$ cat src/rtl/fft_frame_sequencer.sv
// ---------------------------------------------------------------------------
// fft_frame_sequencer
//
// Purpose:
//   Front/back-end sequencer for the radix-2 FFT core in the MFCC chain.
//   A windowed sample stream is written into the FFT buffer in natural
//   order. The frame is zero-padded up to NFFT, the FFT is started, and new
//   input is blocked while the FFT computes. The power bins coming back from
//   the FFT are re-emitted with a frame tag and a last-bin flag for the mel
//   filterbank.
//
// Ports:
//   clk, rst_n          clock, synchronous active-low reset
//   enable_i            allows a new frame to begin (sampled in IDLE and at done)
//   s_valid_i/s_data_i  windowed sample stream in
//   s_ready_o           high for the whole LOAD phase
//   fft_in_valid_o      FFT buffer write strobe
//   fft_frame_ptr_o     natural-order buffer write index
//   fft_real_o          buffer write data (0 while padding)
//   fft_start_o         one-cycle start pulse after the final buffer write
//   fft_done_i          FFT done pulse (only honoured in WAIT_DONE)
//   fft_power_*_i       power bins from the FFT
//   pw_*_o              registered, tagged power bins (bins above NFFT/2 dropped)
//   busy_o              sequencer is not idle
//   frame_done_o        one-cycle pulse per completed frame
//   timeout_o           sticky watchdog flag
//
// Configuration:
//   FFT_SEQ_WATCHDOG_EN  when defined, a watchdog aborts WAIT_DONE after
//                        TIMEOUT_CYCLES cycles without fft_done_i. When not
//                        defined, timeout_o is tied low and no counter exists.
// ---------------------------------------------------------------------------
module fft_frame_sequencer #(
  parameter int unsigned NFFT           = 512,
  parameter int unsigned NFFT_LOG2      = $clog2(NFFT),
  parameter int unsigned FRAME_LEN      = 400,
  parameter int unsigned INPUT_WIDTH    = 16,
  parameter int unsigned COMPLEX_WIDTH  = 32,
  parameter int unsigned FRAME_ID_W     = 8,
  parameter int unsigned TIMEOUT_CYCLES = 8192
) (
  input  logic                     clk,
  input  logic                     rst_n,
  input  logic                     enable_i,
  input  logic                     s_valid_i,
  input  logic [INPUT_WIDTH-1:0]   s_data_i,
  output logic                     s_ready_o,
  output logic                     fft_in_valid_o,
  output logic [NFFT_LOG2-1:0]     fft_frame_ptr_o,
  output logic [INPUT_WIDTH-1:0]   fft_real_o,
  output logic                     fft_start_o,
  input  logic                     fft_done_i,
  input  logic                     fft_power_valid_i,
  input  logic [NFFT_LOG2-1:0]     fft_power_ptr_i,
  input  logic [COMPLEX_WIDTH-1:0] fft_power_i,
  output logic                     pw_valid_o,
  output logic [NFFT_LOG2-1:0]     pw_bin_o,
  output logic [COMPLEX_WIDTH-1:0] pw_data_o,
  output logic [FRAME_ID_W-1:0]    pw_frame_o,
  output logic                     pw_last_o,
  output logic                     busy_o,
  output logic                     frame_done_o,
  output logic                     timeout_o
);

  // Reject parameter sets the sequencing cannot honour.
  if (FRAME_LEN < 1 || FRAME_LEN > NFFT || TIMEOUT_CYCLES < 1 ||
      NFFT != (1 << NFFT_LOG2)) begin : gBadParams
    $error("fft_frame_sequencer: illegal parameter combination");
  end

  typedef enum logic [2:0] {
    StIdle,
    StLoad,
    StPad,
    StStart,
    StWaitDone
  } seqState_t;

  localparam logic [NFFT_LOG2-1:0] LastLoadPtr = NFFT_LOG2'(FRAME_LEN - 1);
  localparam logic [NFFT_LOG2-1:0] LastBufPtr  = NFFT_LOG2'(NFFT - 1);
  localparam logic [NFFT_LOG2-1:0] LastBin     = NFFT_LOG2'(NFFT / 2);
  localparam bit                   NeedPad     = (FRAME_LEN < NFFT);

  seqState_t                 state_q;
  logic [NFFT_LOG2-1:0]      wrPtr_q;
  logic [FRAME_ID_W-1:0]     frameId_q;
  logic                      fftInValid_q;
  logic [NFFT_LOG2-1:0]      fftPtr_q;
  logic [INPUT_WIDTH-1:0]    fftReal_q;
  logic                      fftStart_q;
  logic                      frameDone_q;

  logic                      pwValid_q;
  logic [NFFT_LOG2-1:0]      pwBin_q;
  logic [COMPLEX_WIDTH-1:0]  pwData_q;
  logic [FRAME_ID_W-1:0]     pwFrame_q;
  logic                      pwLast_q;
  logic                      pwValid_d;
  logic                      pwLast_d;

  logic                      handshake;
  logic                      wdExpire;

  // Ready is a pure state decode so it drops the cycle after the last
  // accepted sample, when the state has already moved on.
  assign s_ready_o = (state_q == StLoad);
  assign handshake = s_valid_i & s_ready_o;
  assign busy_o    = (state_q != StIdle);

`ifdef FFT_SEQ_WATCHDOG_EN
  localparam int unsigned  WdW    = $clog2(TIMEOUT_CYCLES + 1);
  localparam logic [WdW-1:0] WdLast = WdW'(TIMEOUT_CYCLES - 1);

  logic [WdW-1:0] wdCount_q;
  logic           timeout_q;

  // The watchdog fires on the TIMEOUT_CYCLES-th WAIT_DONE cycle that has no
  // done pulse; a done on that same cycle still wins.
  assign wdExpire = (state_q == StWaitDone) && !fft_done_i && (wdCount_q == WdLast);

  // Counts WAIT_DONE cycles; cleared in every other state so each frame
  // gets a fresh budget. The timeout flag stays set until reset.
  always_ff @(posedge clk) begin
    if (!rst_n) begin
      wdCount_q <= '0;
      timeout_q <= 1'b0;
    end else begin
      if (state_q != StWaitDone) begin
        wdCount_q <= '0;
      end else if (!fft_done_i) begin
        wdCount_q <= wdCount_q + 1'b1;
      end
      if (wdExpire) begin
        timeout_q <= 1'b1;
      end
    end
  end

  assign timeout_o = timeout_q;
`else
  assign wdExpire  = 1'b0;
  assign timeout_o = 1'b0;
`endif

  // Main sequencer. One shared pointer walks 0..NFFT-1: it advances on
  // each accepted sample in LOAD and then continues through the zero pad,
  // so the buffer sees every index exactly once in order. Write strobe,
  // start and frame_done are single-cycle registered pulses.
  always_ff @(posedge clk) begin
    if (!rst_n) begin
      state_q      <= StIdle;
      wrPtr_q      <= '0;
      frameId_q    <= '0;
      fftInValid_q <= 1'b0;
      fftPtr_q     <= '0;
      fftReal_q    <= '0;
      fftStart_q   <= 1'b0;
      frameDone_q  <= 1'b0;
    end else begin
      fftInValid_q <= 1'b0;
      fftStart_q   <= 1'b0;
      frameDone_q  <= 1'b0;
      case (state_q)
        StIdle: begin
          if (enable_i) begin
            wrPtr_q <= '0;
            state_q <= StLoad;
          end
        end
        StLoad: begin
          if (handshake) begin
            fftInValid_q <= 1'b1;
            fftPtr_q     <= wrPtr_q;
            fftReal_q    <= s_data_i;
            wrPtr_q      <= wrPtr_q + 1'b1;
            if (wrPtr_q == LastLoadPtr) begin
              state_q <= NeedPad ? StPad : StStart;
            end
          end
        end
        StPad: begin
          fftInValid_q <= 1'b1;
          fftPtr_q     <= wrPtr_q;
          fftReal_q    <= '0;
          wrPtr_q      <= wrPtr_q + 1'b1;
          if (wrPtr_q == LastBufPtr) begin
            state_q <= StStart;
          end
        end
        StStart: begin
          fftStart_q <= 1'b1;
          state_q    <= StWaitDone;
        end
        StWaitDone: begin
          if (fft_done_i) begin
            frameDone_q <= 1'b1;
            frameId_q   <= frameId_q + 1'b1;
            wrPtr_q     <= '0;
            state_q     <= enable_i ? StLoad : StIdle;
          end else if (wdExpire) begin
            // An aborted frame still consumes its ID so downstream never
            // sees two different frames with the same tag.
            frameId_q <= frameId_q + 1'b1;
            state_q   <= StIdle;
          end
        end
        default: begin
          state_q <= StIdle;
        end
      endcase
    end
  end

  // Power bins above NFFT/2 are the mirrored half of a real FFT and carry
  // no new information, so they are dropped here.
  always_comb begin
    pwValid_d = fft_power_valid_i && (fft_power_ptr_i <= LastBin);
    pwLast_d  = fft_power_valid_i && (fft_power_ptr_i == LastBin);
  end

  // Power path is independent of the sequencer state: bins are forwarded
  // whenever the FFT presents them, tagged with the frame being computed.
  always_ff @(posedge clk) begin
    if (!rst_n) begin
      pwValid_q <= 1'b0;
      pwBin_q   <= '0;
      pwData_q  <= '0;
      pwFrame_q <= '0;
      pwLast_q  <= 1'b0;
    end else begin
      pwValid_q <= pwValid_d;
      pwBin_q   <= fft_power_ptr_i;
      pwData_q  <= fft_power_i;
      pwFrame_q <= frameId_q;
      pwLast_q  <= pwLast_d;
    end
  end

  assign fft_in_valid_o  = fftInValid_q;
  assign fft_frame_ptr_o = fftPtr_q;
  assign fft_real_o      = fftReal_q;
  assign fft_start_o     = fftStart_q;
  assign frame_done_o    = frameDone_q;
  assign pw_valid_o      = pwValid_q;
  assign pw_bin_o        = pwBin_q;
  assign pw_data_o       = pwData_q;
  assign pw_frame_o      = pwFrame_q;
  assign pw_last_o       = pwLast_q;

endmodule

$ cat config.mk
export PLATFORM = sky130hd
export DESIGN_NAME = fft_frame_sequencer
export DESIGN_NICKNAME = d
export VERILOG_FILES = /design/src/rtl/fft_frame_sequencer.sv
export SDC_FILE = /design/constraint.sdc
export NUM_CORES = 1
export LEC_CHECK = 0
export BUFFER_PORTS_ARGS = -buffer_cell sky130_fd_sc_hd__clkbuf_2
export CAP_MARGIN = 20
export CORE_MARGIN = 1
export CORE_UTILIZATION = 47
export CTS_CLUSTER_SIZE = 8
export DETAILED_ROUTE_END_ITERATION = 7
export GPL_ROUTABILITY_DRIVEN = 0
export PLACE_DENSITY_LB_ADDON = 0.15
export SLEW_MARGIN = 20
export SYNTH_ARGS = -nofsm -noshare
export SYNTH_HDL_FRONTEND = slang
export SYNTH_SLANG_ARGS = --single-unit
$ cat constraint.sdc
create_clock -name clk -period 2.7 [get_ports clk]
set_clock_uncertainty 0.05 [all_clocks]
set_input_delay 0.27 -clock clk [delete_from_list [all_inputs] [get_ports clk]]
set_output_delay 0.27 -clock clk [all_outputs]
set_load 0.02 [all_outputs]
== Yosys cells after proc, flatten, opt, wreduce, memory -nomap -nowiden ==
Cells that the tools add are included.

* Word-level logic and storage cells: 59
* Register bits: 99
* Bits of input ports: 63
* Output and inout port bits: 82

* Reductions and logical operators: 11
* $lt $le $gt $ge: 1
* Add/sub/neg operators: 2
* Bitwise gates (word level): 1
* Mux-type cells: 19
* Equal/unequal tests: 12

{| class="wikitable"
|+ Operator list
! cell !! number
|-
| 9-bit 2-to-1 mux || 4
|-
| 9-bit one-hot mux with 4 select lines || 1
|-
| 16-bit one-hot mux with 2 select lines || 1
|-
| 9-bit == test (second input constant) || 3
|-
| 9-bit one-hot mux with 2 select lines || 1
|-
| 16-bit 2-to-1 mux || 1
|-
| 3-bit 2-to-1 mux || 5
|-
| 3-bit one-hot mux with 5 select lines || 1
|-
| 9-bit by 1-bit adder with 9-bit output (second input constant) || 1
|-
| 9-bit <= comparator (second input constant) || 1
|-
| 8-bit by 1-bit adder with 8-bit output (second input constant) || 1
|-
| 3-bit by 2-bit == test with 1-bit output (second input constant) || 2
|-
| 2-bit != test (second input constant) || 3
|-
| 2-bit AND reduction || 3
|-
| 5-bit AND reduction || 1
|-
| 1-bit 2-to-1 mux || 4
|-
| 2-bit by 1-bit != test with 1-bit output (second input constant) || 2
|-
| 4-bit AND reduction || 1
|-
| 4-bit nonzero test || 1
|-
| 3-bit by 1-bit == test with 1-bit output (second input constant) || 1
|-
| 3-bit == test (second input constant) || 1
|-
| 3-bit zero test || 1
|-
| 3-bit nonzero test || 1
|-
| 1-bit logical AND || 2
|-
| 3 further kinds || 3
|}

== Depth between registers and ports, before layout ==
* Depth after elaboration: 4
* Mapped depth: 9

== Worst setup path after synthesis ==
OpenSTA, ideal clock, no wires.

* Kind: register to register
* Start point: reg wrPtr_q[4]
* End point: reg state_q[1]
* Clock period less this slack: 2.048 ns
* Path buffers: 1
* Path slack: 0.652 ns
* Setup time: 0.121 ns
* Required time: 2.529 ns
* Cell stages (with the launch flop): 10
* Data arrival time: 1.877 ns
* Cells stage by stage: dfxtp_1 -> and3_1 -> clkbuf_1 -> and3_1 -> and3_1 -> ha_1 -> or3b_1 -> o21ai_1 -> a21oi_1 -> a2bb2o_1

* Cells in the longest elaborated chain, start to end: 3
* Elaborated cells on any way between the ends: 5
* Classes of those cells: eq/ne: 4; reduce/logical: 1

{| class="wikitable"
|+ RTL lines
! item !! RTL line !! source
|-
| start: declaration || 86 || <nowiki>logic [NFFT_LOG2-1:0] wrPtr_q;</nowiki>
|-
| start signal: assignment || 176 || <nowiki>wrPtr_q <= wrPtr_q + 1'b1;</nowiki>
|-
| start signal: assignment || 186 || <nowiki>wrPtr_q <= wrPtr_q + 1'b1;</nowiki>
|-
| 9-bit == test, on equally long branches || 187, 177 ||
|-
| 2-bit != test (no source line) / 2-bit by 1-bit != test with 1-bit output (equally long branches) || n/a ||
|-
| 5-bit AND reduction (no source line) (*) || n/a ||
|-
| end signal: assignment || 188 || <nowiki>state_q <= StStart;</nowiki>
|-
| end signal: assignment || 193 || <nowiki>state_q <= StWaitDone;</nowiki>
|-
| end signal: assignment || 200 || <nowiki>state_q <= enable_i ? StLoad : StIdle;</nowiki>
|-
| end: declaration || 85 || <nowiki>seqState_t state_q;</nowiki>
|}

Mark *: on every way between the ends. The rest lies on a longest branch, timed or not.
A chain may end at the register's enable or synchronous reset.

== Worst setup path after layout ==
* Start point: reg wrPtr_q[0]
* End point: reg state_q[1]

Same word-level chain as after synthesis.

==> impl_metrics.env <==
export IMPL_crit_type="register to register"
export IMPL_post_route_cells_drive_above_1_share=0.365
export IMPL_die_area_sq_um=7600
export IMPL_grt_first_pass_wirelength_um=11600
export IMPL_setup_viol=0
export IMPL_synth_top_family_by_area="simple AND/OR/NAND/NOR gates"
export IMPL_coreArea_sq_um=6910
export IMPL_status="finished clean"
export IMPL_grt_antenna_before_repair=0
export IMPL_p_clk_frac=0.278
export IMPL_ctsLongestPathBuffers=2
export IMPL_hold_start="fft_power_i[5]"
export IMPL_num_nets_final=529
export IMPL_yosys_warnings=0
export IMPL_rows=30
export IMPL_grt_max_degree=38
export IMPL_cts_resized=0
export IMPL_vdd_drop_max_v=0.000466
export IMPL_rr_startpoint="wrPtr_q[0]"
export IMPL_firstDrtPassIters=4
export IMPL_worst_setup_path_end_kind="register"
export IMPL_synthTopCellsByCount="dfxtp_1 (99), and2_1 (51), nand2_1 (33), a21oi_1 (27)"
export IMPL_routed_wl_um=7410
export IMPL_r2r_end="state_q[1]"
export IMPL_powerDensity_nw_per_um2=782
export IMPL_p_sw_uw=1090
export IMPL_drc=0
export IMPL_cts_tree="built"
export IMPL_vias=2729
export IMPL_syn_area_per_cell_sq_um=10.5
export IMPL_nFillCells=639
export IMPL_synth_xor_area_frac=0.0206
export IMPL_yosys_area_top_type_share=0.581
export IMPL_synth_cell_area_sq_um=3410
export IMPL_synth_seq_cells=99
export IMPL_post_route_period_util=0.802
export IMPL_setup_tns_ps=0
export IMPL_rsz0062_at_grt="no"
export IMPL_die_y_um=87.2
export IMPL_io_pins=145
export IMPL_p_int_uw=2310
export IMPL_synth_most_common_cell="dfxtp_1"
export IMPL_fmax_ghz=0.462
export IMPL_min_to="pw_data_o[5]"
export IMPL_grt_pass1_vias=2463
export IMPL_hold_viol=0
export IMPL_seq_power_share=0.488
export IMPL_reg2reg_slack_ps=540
export IMPL_slew_viol_final=0
export IMPL_critPathLaunch="wrPtr_q[0]"
export IMPL_post_cts_buffers=0
export IMPL_synth_edf_count=0
export IMPL_synthMuxAreaShare=0.00624
export IMPL_critPathLaunchType="register"
export IMPL_synthCells=325
export IMPL_die_w_um=87.2
export IMPL_cts_root_buf="clkbuf_8"
export IMPL_power_leakage_uw=0.00200
export IMPL_crit_arrival_ps=2350
export IMPL_wire_per_inst_um=13.1
export IMPL_cts_sinks=99
export IMPL_synth_compound_area_share=0.113
export IMPL_seq_area_sq_um=1980
export IMPL_synth_nets=391
export IMPL_seq_area_frac_synth=0.581
export IMPL_htree_num_levels=3
export IMPL_cts_buffers=9
export IMPL_synthTopCellsByArea="dfxtp_1 (58%), and2_1 (9.4%), a22o_1 (4.1%), a21oi_1 (4.0%), nand2_1 (3.6%)"
export IMPL_crit_fanout=8
export IMPL_multi_input_area_sq_um=1310
export IMPL_grt_util_all_layers=0.199
export IMPL_clkSlewWorstSetupHoldPaths_ps=100
export IMPL_combPwrFrac=0.234
export IMPL_gr_total_overflow=0
export IMPL_hold_buffers=0
export IMPL_final_cells=564
export IMPL_dp_cells=548
export IMPL_synth_ff_type="dfxtp_1"
export IMPL_start_util=0.494
export IMPL_netSwitchingFraction=0.321
export IMPL_insertion_delay_ps=350
export IMPL_drt_iter0_drc=63
export IMPL_fin_crit_ps=2160
export IMPL_avgViaCountPerCell=4.84
export IMPL_antenna_left=0
export IMPL_whs_path_depth=2
export IMPL_hold_path_class="primary input to register"
export IMPL_num_antenna_cells=0
export IMPL_io_buffers=143
export IMPL_synth_adder_area_share=0.0110
export IMPL_synth_cell_type_count=43
export IMPL_reg2regPathDepth=8
export IMPL_area_growth_pct=27.6
export IMPL_synthArstFlopShare=0
export IMPL_maxCapViolations=0
export IMPL_synth_simple_area_share=0.232
export IMPL_post_dp_hpwl_um=5460
export IMPL_critPathRequiredTime_ps=2890
export IMPL_synth_largest_area_cell="dfxtp_1"
==> flip-flops by register name (all words and copies together) (netlist names), 3 cells and up <==
name and cells:
fft_frame_ptr_o 9, fft_real_o 16, pw_frame_o 8, wrPtr_q 9
pw_data_o 32, pw_bin_o 9, state_q 3, frameId_q 8
==> power by group through the flow <==
stage / sequential (uW) / combinational, uW / clock (uW)
2_1_floorplan: 1760 / 545 / 0
3_3_place_gp: 1690 / 791 / 0
3_5_place_dp: 1700 / 800 / 0
4_1_cts: 1660 / 803 / 976
5_1_grt: 1680 / 868 / 1040
6_report: 1660 / 795 / 946
==> worst max-delay path by stage <==
stage	depth (start not counted)	slack [ps]	endpoint
2_1_floorplan	9	650	state_q[1]
3_3_place_gp	8	610	state_q[1]
3_5_place_dp	8	570	state_q[1]
4_1_cts	8	550	state_q[1]
5_1_grt	8	410	state_q[1]
6_report	8	540	state_q[1]
==> worst max-delay path, stage by stage, from the launching register on <==
cell	delay (ps)
dfxtp_1	390
ha_1	280
and3_1	190
and3_1	180
ha_1	170
or3b_1	350
o21ai_1	90
a21oi_1	100
a2bb2o_1	250
==> layout by cell type (no fill, tap or decap), drive strengths merged, types with 4 or more instances in the layout <==
| cell type | count |
|---|---|
| and3 | 5 |
| nand3 | 6 |
| nor2 | 19 |
| and2 | 51 |
| dfxtp | 99 |
| xor2 | 4 |
| nand2 | 34 |
| a211oi | 4 |
| xnor2 | 4 |
| a21oi | 27 |
| clkbuf | 153 |
| o21ai | 4 |
| a22o | 16 |
==> per-stage QoR <==
| step | total power [uW] | utilization | instance area [sq um] | hold WS (ps) | setup WS (ps) |
|---|---|---|---|---|---|
| 2_1_floorplan | 2300 | - | 3410 | 307 | 652 |
| 3_3_place_gp | 2480 | 0.601 | 4150 | 392 | 613 |
| 3_5_place_dp | 2500 | 0.601 | 4150 | 398 | 572 |
| 4_1_cts | 3440 | 0.630 | 4350 | 43.3 | 554 |
| 5_1_grt | 3580 | 0.630 | 4350 | 46.3 | 407 |
| 6_report | 3400 | 0.630 | 4350 | 58.6 | 535 |
==> metal layers <==
| metal | vias to the layer above | share of wire | global-route usage |
|---|---|---|---|
| met3 | 13 | 0.068 | 0.0455 |
| li1 | 1381 | - | - |
| met2 | 98 | 0.48 | 0.341 |
| met4 | 0 | 0.018 | 0.0939 |
| met1 | 1237 | 0.44 | 0.236 |
| met5 | - | 0 | 0 |
==> cell families after synthesis <==
group	after synthesis
AOI/OAI and AO/OA	56
xor gates and xnor gates	8
adders and majority gates	3
buffers and inverters	20
DFF	99
muxes	2
other	1
and+or+nand+nor	136
==> area by class of cell <==
type / count / area share
inverters: 2 / 0.00173
multi-input cells: 206 / 0.301
clock buffers: 10 / 0.0293
repair buffers: 145 / 0.168
clock inverters: 6 / 0.0173
flip-flops and latches: 99 / 0.456
well taps: 96 / 0.0276
Power figures use the tool's default switching activity.
